File: src/rtl/cpu_seq_pkg.sv
// Shared state encoding and strobe bundle for the instruction sequencer.
// Used by instr_sequencer (optional debug stepping under SEQ_DEBUG_STEP_EN).
package cpu_seq_pkg;

    localparam int unsigned SEQ_STATE_W = 3;
    localparam int unsigned INSTR_W     = 16;

    typedef enum logic [SEQ_STATE_W-1:0] {
        ST_IDLE      = 3'd0,
        ST_FETCH     = 3'd1,
        ST_DECODE    = 3'd2,
        ST_EXECUTE   = 3'd3,
        ST_MEM       = 3'd4,
        ST_WRITEBACK = 3'd5,
        ST_HALT      = 3'd6,
        ST_DBG_HALT  = 3'd7
    } seq_state_e;

    // Registered control strobes driven towards memories and datapath
    typedef struct packed {
        logic imem_req;
        logic dmem_req;
        logic dmem_we;
        logic pc_enb;
        logic rf_we;
        logic flags_we;
        logic halted;
    } seq_strobe_t;

    function automatic logic is_wait_state(input seq_state_e s);
        return (s == ST_FETCH) || (s == ST_MEM);
    endfunction

endpackage

File: src/rtl/seq_wait_timer.sv
// Memory-wait watchdog: counts stalled cycles, flags when TIMEOUT_CYCLES is reached.
module seq_wait_timer #(
    parameter int unsigned TIMEOUT_CYCLES = 255
) (
    input  logic clk,
    input  logic resetn,
    input  logic clr_i,
    input  logic en_i,
    output logic expired_o
);

    localparam int unsigned CW = $clog2(TIMEOUT_CYCLES + 1);

    logic [CW-1:0] cnt_q;
    logic [CW-1:0] cnt_d;
    logic          expired_q;

    // Saturates at the limit; the sequencer leaves the wait state once expired
    always_comb begin
        cnt_d = cnt_q;
        if (clr_i) begin
            cnt_d = '0;
        end else if (en_i && !expired_q) begin
            cnt_d = cnt_q + CW'(1);
        end
    end

    always_ff @(posedge clk or negedge resetn) begin
        if (!resetn) begin
            cnt_q     <= '0;
            expired_q <= 1'b0;
        end else begin
            cnt_q     <= cnt_d;
            expired_q <= (cnt_d == CW'(TIMEOUT_CYCLES));
        end
    end

    assign expired_o = expired_q;

endmodule

File: src/rtl/instr_sequencer.sv
// Multi-cycle fetch/decode/execute/mem/writeback control FSM for the 16-bit core.
// Optional debug halt/step support is compiled in with SEQ_DEBUG_STEP_EN.
module instr_sequencer
    import cpu_seq_pkg::*;
#(
    parameter int unsigned TIMEOUT_CYCLES = 255,
    parameter int unsigned CNT_W          = 16
) (
    input  logic               clk,
    input  logic               resetn,
    output logic               imem_req,
    input  logic               imem_ack,
    input  logic [INSTR_W-1:0] imem_rdata,
    output logic [INSTR_W-1:0] instr,
    input  logic               is_alu,
    input  logic               is_load,
    input  logic               is_store,
    input  logic               is_halt,
    input  logic               writes_reg,
    output logic               dmem_req,
    output logic               dmem_we,
    input  logic               dmem_ack,
    output logic               PC_enb,
    output logic               rf_we,
    output logic               flags_we,
    output logic               halted,
    output logic               bus_err,
    output logic [CNT_W-1:0]   instr_count
`ifdef SEQ_DEBUG_STEP_EN
    ,
    input  logic               dbg_halt_req,
    input  logic               dbg_step,
    output logic               dbg_halted
`endif
);

    seq_state_e         state_q;
    seq_state_e         state_d;
    seq_strobe_t        strb_q;
    seq_strobe_t        strb_d;
    logic [INSTR_W-1:0] instr_q;
    logic [CNT_W-1:0]   cnt_q;
    logic               bus_err_q;
    logic               timeout_hit;
    logic               timer_clr;
    logic               timer_en;
    logic               timer_expired;

    // Stall counter restarts whenever the FSM changes state
    assign timer_clr = (state_d != state_q);
    assign timer_en  = is_wait_state(state_q) &&
                       !((state_q == ST_FETCH) ? imem_ack : dmem_ack);

    seq_wait_timer #(
        .TIMEOUT_CYCLES (TIMEOUT_CYCLES)
    ) u_wait_timer (
        .clk       (clk),
        .resetn    (resetn),
        .clr_i     (timer_clr),
        .en_i      (timer_en),
        .expired_o (timer_expired)
    );

    always_ff @(posedge clk or negedge resetn) begin
        if (!resetn) begin
            state_q <= ST_IDLE;
        end else begin
            state_q <= state_d;
        end
    end

    // Next-state logic; an ack arriving on the expiry cycle takes priority
    always_comb begin
        state_d     = state_q;
        timeout_hit = 1'b0;
        unique case (state_q)
            ST_IDLE:      state_d = ST_FETCH;
            ST_FETCH: begin
                if (imem_ack) begin
                    state_d = ST_DECODE;
                end else if (timer_expired) begin
                    state_d     = ST_HALT;
                    timeout_hit = 1'b1;
                end
            end
            ST_DECODE:    state_d = is_halt ? ST_HALT : ST_EXECUTE;
            ST_EXECUTE:   state_d = (is_load || is_store) ? ST_MEM : ST_WRITEBACK;
            ST_MEM: begin
                if (dmem_ack) begin
                    state_d = ST_WRITEBACK;
                end else if (timer_expired) begin
                    state_d     = ST_HALT;
                    timeout_hit = 1'b1;
                end
            end
            ST_WRITEBACK: begin
                state_d = ST_FETCH;
`ifdef SEQ_DEBUG_STEP_EN
                if (dbg_halt_req) begin
                    state_d = ST_DBG_HALT;
                end
`endif
            end
            ST_HALT:      state_d = ST_HALT;
            ST_DBG_HALT: begin
`ifdef SEQ_DEBUG_STEP_EN
                if (dbg_step || !dbg_halt_req) begin
                    state_d = ST_FETCH;
                end
`else
                state_d = ST_IDLE;
`endif
            end
        endcase
    end

    // Strobes decoded from the upcoming state so they register in step with it
    always_comb begin
        strb_d = '0;
        unique case (state_d)
            ST_FETCH:     strb_d.imem_req = 1'b1;
            ST_EXECUTE:   strb_d.flags_we = is_alu;
            ST_MEM: begin
                strb_d.dmem_req = 1'b1;
                strb_d.dmem_we  = is_store;
            end
            ST_WRITEBACK: begin
                strb_d.pc_enb = 1'b1;
                strb_d.rf_we  = writes_reg;
            end
            ST_HALT:      strb_d.halted = 1'b1;
            default:      ;
        endcase
    end

    always_ff @(posedge clk or negedge resetn) begin
        if (!resetn) begin
            strb_q    <= '0;
            instr_q   <= '0;
            cnt_q     <= '0;
            bus_err_q <= 1'b0;
        end else begin
            strb_q <= strb_d;
            if ((state_q == ST_FETCH) && imem_ack) begin
                instr_q <= imem_rdata;
            end
            if (state_d == ST_WRITEBACK) begin
                cnt_q <= cnt_q + CNT_W'(1);
            end
            if (timeout_hit) begin
                bus_err_q <= 1'b1;
            end
        end
    end

`ifdef SEQ_DEBUG_STEP_EN
    logic dbg_halted_q;

    always_ff @(posedge clk or negedge resetn) begin
        if (!resetn) begin
            dbg_halted_q <= 1'b0;
        end else begin
            dbg_halted_q <= (state_d == ST_DBG_HALT);
        end
    end

    assign dbg_halted = dbg_halted_q;
`endif

    assign imem_req    = strb_q.imem_req;
    assign dmem_req    = strb_q.dmem_req;
    assign dmem_we     = strb_q.dmem_we;
    assign PC_enb      = strb_q.pc_enb;
    assign rf_we       = strb_q.rf_we;
    assign flags_we    = strb_q.flags_we;
    assign halted      = strb_q.halted;
    assign instr       = instr_q;
    assign instr_count = cnt_q;
    assign bus_err     = bus_err_q;

endmodule
File: config.mk
export PLATFORM = sky130hd
export DESIGN_NAME = instr_sequencer
export DESIGN_NICKNAME = d
export VERILOG_FILES = /design/src/rtl/cpu_seq_pkg.sv /design/src/rtl/seq_wait_timer.sv /design/src/rtl/instr_sequencer.sv
export SDC_FILE = /design/constraint.sdc
export NUM_CORES = 1
export LEC_CHECK = 0
export CORE_AREA = 2 2 68 83
export DETAILED_ROUTE_END_ITERATION = 10
export DIE_AREA = 0 0 70 85
export PLACE_DENSITY_LB_ADDON = 0.3
export SYNTH_ARGS = -nofsm -noshare
export SYNTH_HDL_FRONTEND = slang
export SYNTH_SLANG_ARGS = --single-unit
File: constraint.sdc
create_clock -name clk -period 2.5 [get_ports clk]
set_input_delay 0.75 -clock clk [delete_from_list [all_inputs] [get_ports clk]]
set_output_delay 0.75 -clock clk [all_outputs]
set_load 0.005 [all_outputs]
# Word-level counts from Yosys, hierarchy flattened
# Cells that the tools add are included.
# word_totals
regBits	52
# classes
add_sub_neg	2
n_eq_ne	14
muxes	18
reduce_logical	9
# op_table
operator	n
$eq 3x3->1 const B	7
$pmux 3 s7	1
$add 16x1->16 const B	1
$mux 8	2
$mux 3	4
$eq 3x2->1 const B	3
$add 8x1->8 const B	1
$eq 8x8->1 const B	1
$mux 1	8
$eq 3x1->1 const B	2
$mux 2	2
$logic_and 1x1->1	3
$logic_not 3->1	1
$ne 3x3->1	1
$logic_not 1->1	2
$logic_or 1x1->1	2
$pmux 1 s2	1
$reduce_or 2->1	1

# Logic depth before layout (Yosys ltp)
# depth
word_depth	8
depth_mapped	9
depth_no_buf	7

# By module
# Synthesis repeated with hierarchy kept, for this count alone.
# unflattened
hier_cells	203
area_unflattened_um2	2361.0
# modules_own_cells
module	n_inst	cells_per_inst	area_per_inst_um2	seq_area_each_um2
instr_sequencer	1	154	1870.5	1076.0
seq_wait_timer	1	49	490.5	225.2

# Worst setup path before layout
# Ideal clock, no wire load.
# synth_timing
path_type	input to register
start	in imem_ack
end	reg u_wait_timer.expired_q, in the netlist u_wait_timer.expired_o
arrival_ns	2.071
required_ns	2.366
slack_ns	0.296
cell_stages	7
cell_sequence	or4b_4 -> a21oi_4 -> and3_1 -> buf_4 -> o211ai_1 -> a31oi_1 -> nor4_2
# synth_between
elab_chain_cells	7
# synth_rtl
element	line_no	source
start, declared	instr_sequencer.sv:12	input logic imem_ack,
branches (longest 5 deep; another with $pmux 3 s7)	n/a	
$mux 8 (*)	seq_wait_timer.sv:21	if (clr_i) begin
$eq 8x8->1 (*)	seq_wait_timer.sv:34	expired_q <= (cnt_d == CW'(TIMEOUT_CYCLES));
end signal, assigned	seq_wait_timer.sv:34	
end, declared	seq_wait_timer.sv:16	logic expired_q;
# Every way passes the cells marked *.
# A chain may end at the register's enable or synchronous reset.

# Final worst setup path
# layout_timing
start	in imem_ack
end	reg cnt_q[14], in the netlist instr_count[14]
# layout_between
elab_chain_cells	3
# layout_rtl
element	line_no	source
$mux 3	instr_sequencer.sv:79	if (imem_ack) begin
$pmux 3 s7	instr_sequencer.sv:76	unique case (state_q)
net state_d[2]	instr_sequencer.sv:38	seq_state_e state_d;
$eq 3x3->1	instr_sequencer.sv:147	if (state_d == ST_WRITEBACK) begin
end signal, assigned	instr_sequencer.sv:148	cnt_q <= cnt_q + CNT_W'(1);
end, declared	instr_sequencer.sv:42	logic [CNT_W-1:0] cnt_q;
# The timed path passes the listed nets, and every way through them passes these cells.

==> results.sh <==
export IMPL_outcome="complete, no violations"
export IMPL_worstPathRequired_ps=2720
export IMPL_critPathMaxFanout=9
export IMPL_cts_sinks=52
export IMPL_grt_setup_unrepaired="false"
export IMPL_power_total_uw=3250
export IMPL_hold_depth=1
export IMPL_clk_latency_ps=290
export IMPL_grt_start_max_net_pins=53
export IMPL_start_util=0.451
export IMPL_r2r_cells=7
export IMPL_cpLargestDelayFamily="simple AND/OR/NAND/NOR gates"
export IMPL_final_cell_mix="63 x clkdlybuf4s50_1, 52 x dfrtp_1, 17 x nand2_1"
export IMPL_cp_slowest_cell="clkdlybuf4s50_1"
export IMPL_ys_seq_area_frac=0.560
export IMPL_synthCells=196
export IMPL_period_share=0.954
export IMPL_startpoint_type="input pin"
export IMPL_grt_pass1_wl_um=8190
export IMPL_slew_headroom=0.564
export IMPL_finalNetCount=304
export IMPL_worst_path_buf_inv=2
export IMPL_cts_hold_buffers=0
export IMPL_tightest_slew_ps=655
export IMPL_worstPathCellList="clkdlybuf4s50_1, and2b_1, o21bai_1, a22oi_1, nand2_1, buf_4, nor4_1, xor2_1"
export IMPL_leakage_uw=0.00139
export IMPL_fp_dieH_um=85
export IMPL_setup_tns_ps=0
export IMPL_num_rows=29
export IMPL_cp_arrival_ps=2610
export IMPL_cts_made_buffers=5
export IMPL_finalMaxSlewViolations=0
export IMPL_max_cap_viol_count=0
export IMPL_holdCritPathClass="flip-flop to flip-flop"
export IMPL_io_buffers=64
export IMPL_antenna_found_initial=0
export IMPL_drt_wl_total_um=4750
export IMPL_core_um2=5150
export IMPL_finClkSkew_ps=3.65
export IMPL_fin_crit_ps=2380
export IMPL_slowest_delay_ps=450
export IMPL_whs_ps=483
export IMPL_hold_start="bus_err$_DFFE_PN0P_"
export IMPL_report_final_hold_viol_count=0
export IMPL_die_w_um=70
export IMPL_final_common_cell="clkdlybuf4s50_1"
export IMPL_powerDensity_nw_per_um2=1010
export IMPL_htree_levels=2
export IMPL_max_freq_mhz=419
export IMPL_syn_cell_area_um2=2320
export IMPL_syn_area_per_cell_um2=11.9
export IMPL_tritoncts="yes"
export IMPL_clk_pin_slew_ps=90
export IMPL_post_route_util=0.625
export IMPL_regToRegStartpoint="state_q[0]$_DFF_PN0_"
export IMPL_dp_hpwl_um=3440
export IMPL_drt_initial_drc_count=142
export IMPL_cp_end_kind="flip-flop"
export IMPL_viasPerCell=5.07
export IMPL_grt_pass1_vias=1762
export IMPL_die_area_um2=5950
export IMPL_track_usage=0.170
export IMPL_place_ws_ps=-202
export IMPL_critical_path_class="input pin to flip-flop"
export IMPL_cts_buffer_depth=2
export IMPL_r2r_end="u_wait_timer.expired_o$_DFF_PN0_"
export IMPL_drc_errors=0
export IMPL_ios=65
export IMPL_holdPathEnd="bus_err$_DFFE_PN0P_"
export IMPL_ant_nets=0
export IMPL_fin_ws_ps=116
export IMPL_synth_top_area_share=0.560
export IMPL_synthToLayoutAreaGrowth_pct=38.5
export IMPL_yosysTopAreaCell="dfrtp_1"
export IMPL_routabilityCongestion=0.863
export IMPL_ir_worst_vdd_uv=535
export IMPL_r2r_setup_slack_ps=460
export IMPL_synthTopCellsByArea="dfrtp_1 56%, mux2_2 7.8%, xor2_1 4.9%"
export IMPL_cts_root_buffer="clkbuf_8"
export IMPL_synth_cell_types=39
export IMPL_vias=1723
export IMPL_setup_viol=0
export IMPL_grt_ovfl_total=0
export IMPL_diodes=0
export IMPL_wire_per_inst_um=14.0
export IMPL_final_layout_size_suffix_gt1_frac=0.176
export IMPL_yosysWarningCount=0
export IMPL_ys_seq_elements=52
export IMPL_syn_nets=223
export IMPL_drtPass1Iterations=4
kinds of logic (layout without fill, tap and decap cells):
logic type,count (synthesis),after routing,share of synthesized area
AND/OR/NAND/NOR,74,74,0.177
flip-flops,52,52,0.560
XOR/XNOR,22,22,0.0829
AO/OA/AOI/OAI,20,20,0.0619
multiplexers,16,16,0.0775
buffers and inverters,10,92,0.0296
adder cells (fa/ha/maj),2,2,0.0108
cell type report:
type / count / area, um2
Fill cell: 455 / 1930
Sequential cell: 52 / 1300
Multi-Input combinational cell: 134 / 961
Timing Repair Buffer: 80 / 756
Tap cell: 62 / 77.6
Clock buffer: 6 / 72.6
Clock inverter: 2 / 35.0
Inverter: 4 / 15.0
worst reg2reg max path: cells and delay by family (launching register included):
| kind | cells | cell delay [ps] |
|---|---|---|
| flops | 1 | 510 |
| simple gates | 4 | 1020 |
| buf+inv | 1 | 150 |
| compound gates | 2 | 270 |
flip-flops by register name, indices dropped and copies added (netlist names), 3 cells and up:
signal	cells
instr_count	16
u_wait_timer.cnt_q	8
state_q	3
instr	16
worst max path at each step:
stage / cells past startpoint / end / from / slack (ps)
6_report: 8 / instr_count[14]$_DFFE_PN0N_ / imem_ack / 120
5_1_grt: 8 / instr_count[15]$_DFFE_PN0N_ / imem_ack / 2
4_1_cts: 8 / u_wait_timer.expired_o$_DFF_PN0_ / imem_ack / 100
3_5_place_dp: 7 / u_wait_timer.expired_o$_DFF_PN0_ / imem_ack / -200
3_3_place_gp: 7 / u_wait_timer.expired_o$_DFF_PN0_ / imem_ack / -160
2_1_floorplan: 7 / u_wait_timer.expired_o$_DFF_PN0_ / imem_ack / 300
metrics by stage:
step	cells	cell area, um2
floorplan	196	2320
global placement	332	3100
detailed placement	332	3100
CTS	340	3210
global route	340	3220
finish	340	3220
Yosys cell counts:
cell / number
a211oi_2: 1
a21o_1: 2
a21oi_1: 2
a21oi_4: 1
a22oi_1: 1
a31oi_1: 2
and2_1: 1
and2b_1: 1
and3_1: 6
and4_1: 1
buf_2: 1
buf_4: 2
buf_6: 3
clkinv_1: 1
dfrtp_1: 52
ha_1: 2
inv_1: 3
mux2_2: 16
nand2_1: 17
nand2b_1: 3
nand3_1: 7
nand4_1: 8
nor2_1: 14
nor2b_1: 2
nor3_1: 5
nor3b_1: 1
nor3b_2: 1
nor4_1: 2
nor4_2: 1
nor4b_2: 1
o211ai_1: 2
o21ai_0: 3
o21ai_1: 1
o21bai_1: 3
o22ai_1: 2
or3_1: 1
or4b_4: 2
xnor2_1: 9
xor2_1: 13
power breakdown:
part,total [uW],switching (uW),leakage [uW],internal [uW]
Sequential,1280,188,0.000658,1090
Clock,558,261,0.0000552,297
Combinational,1420,565,0.000676,851
repair_timing:
action,4_1_cts,5_1_grt
buffers inserted,0,0
setup endpoints to repair,0,2
gates resized for setup,0,2
metal layers:
| layer | vias up | global-route usage | part of all wire |
|---|---|---|---|
| met2 | 35 | 0.285 | 0.49 |
| met1 | 836 | 0.222 | 0.45 |
| li1 | 846 | - | - |
| met3 | 6 | 0.0428 | 0.044 |
| met5 | - | 0 | 0 |
| met4 | 0 | 0.0472 | 0.011 |
Power figures use the tool's default switching activity.
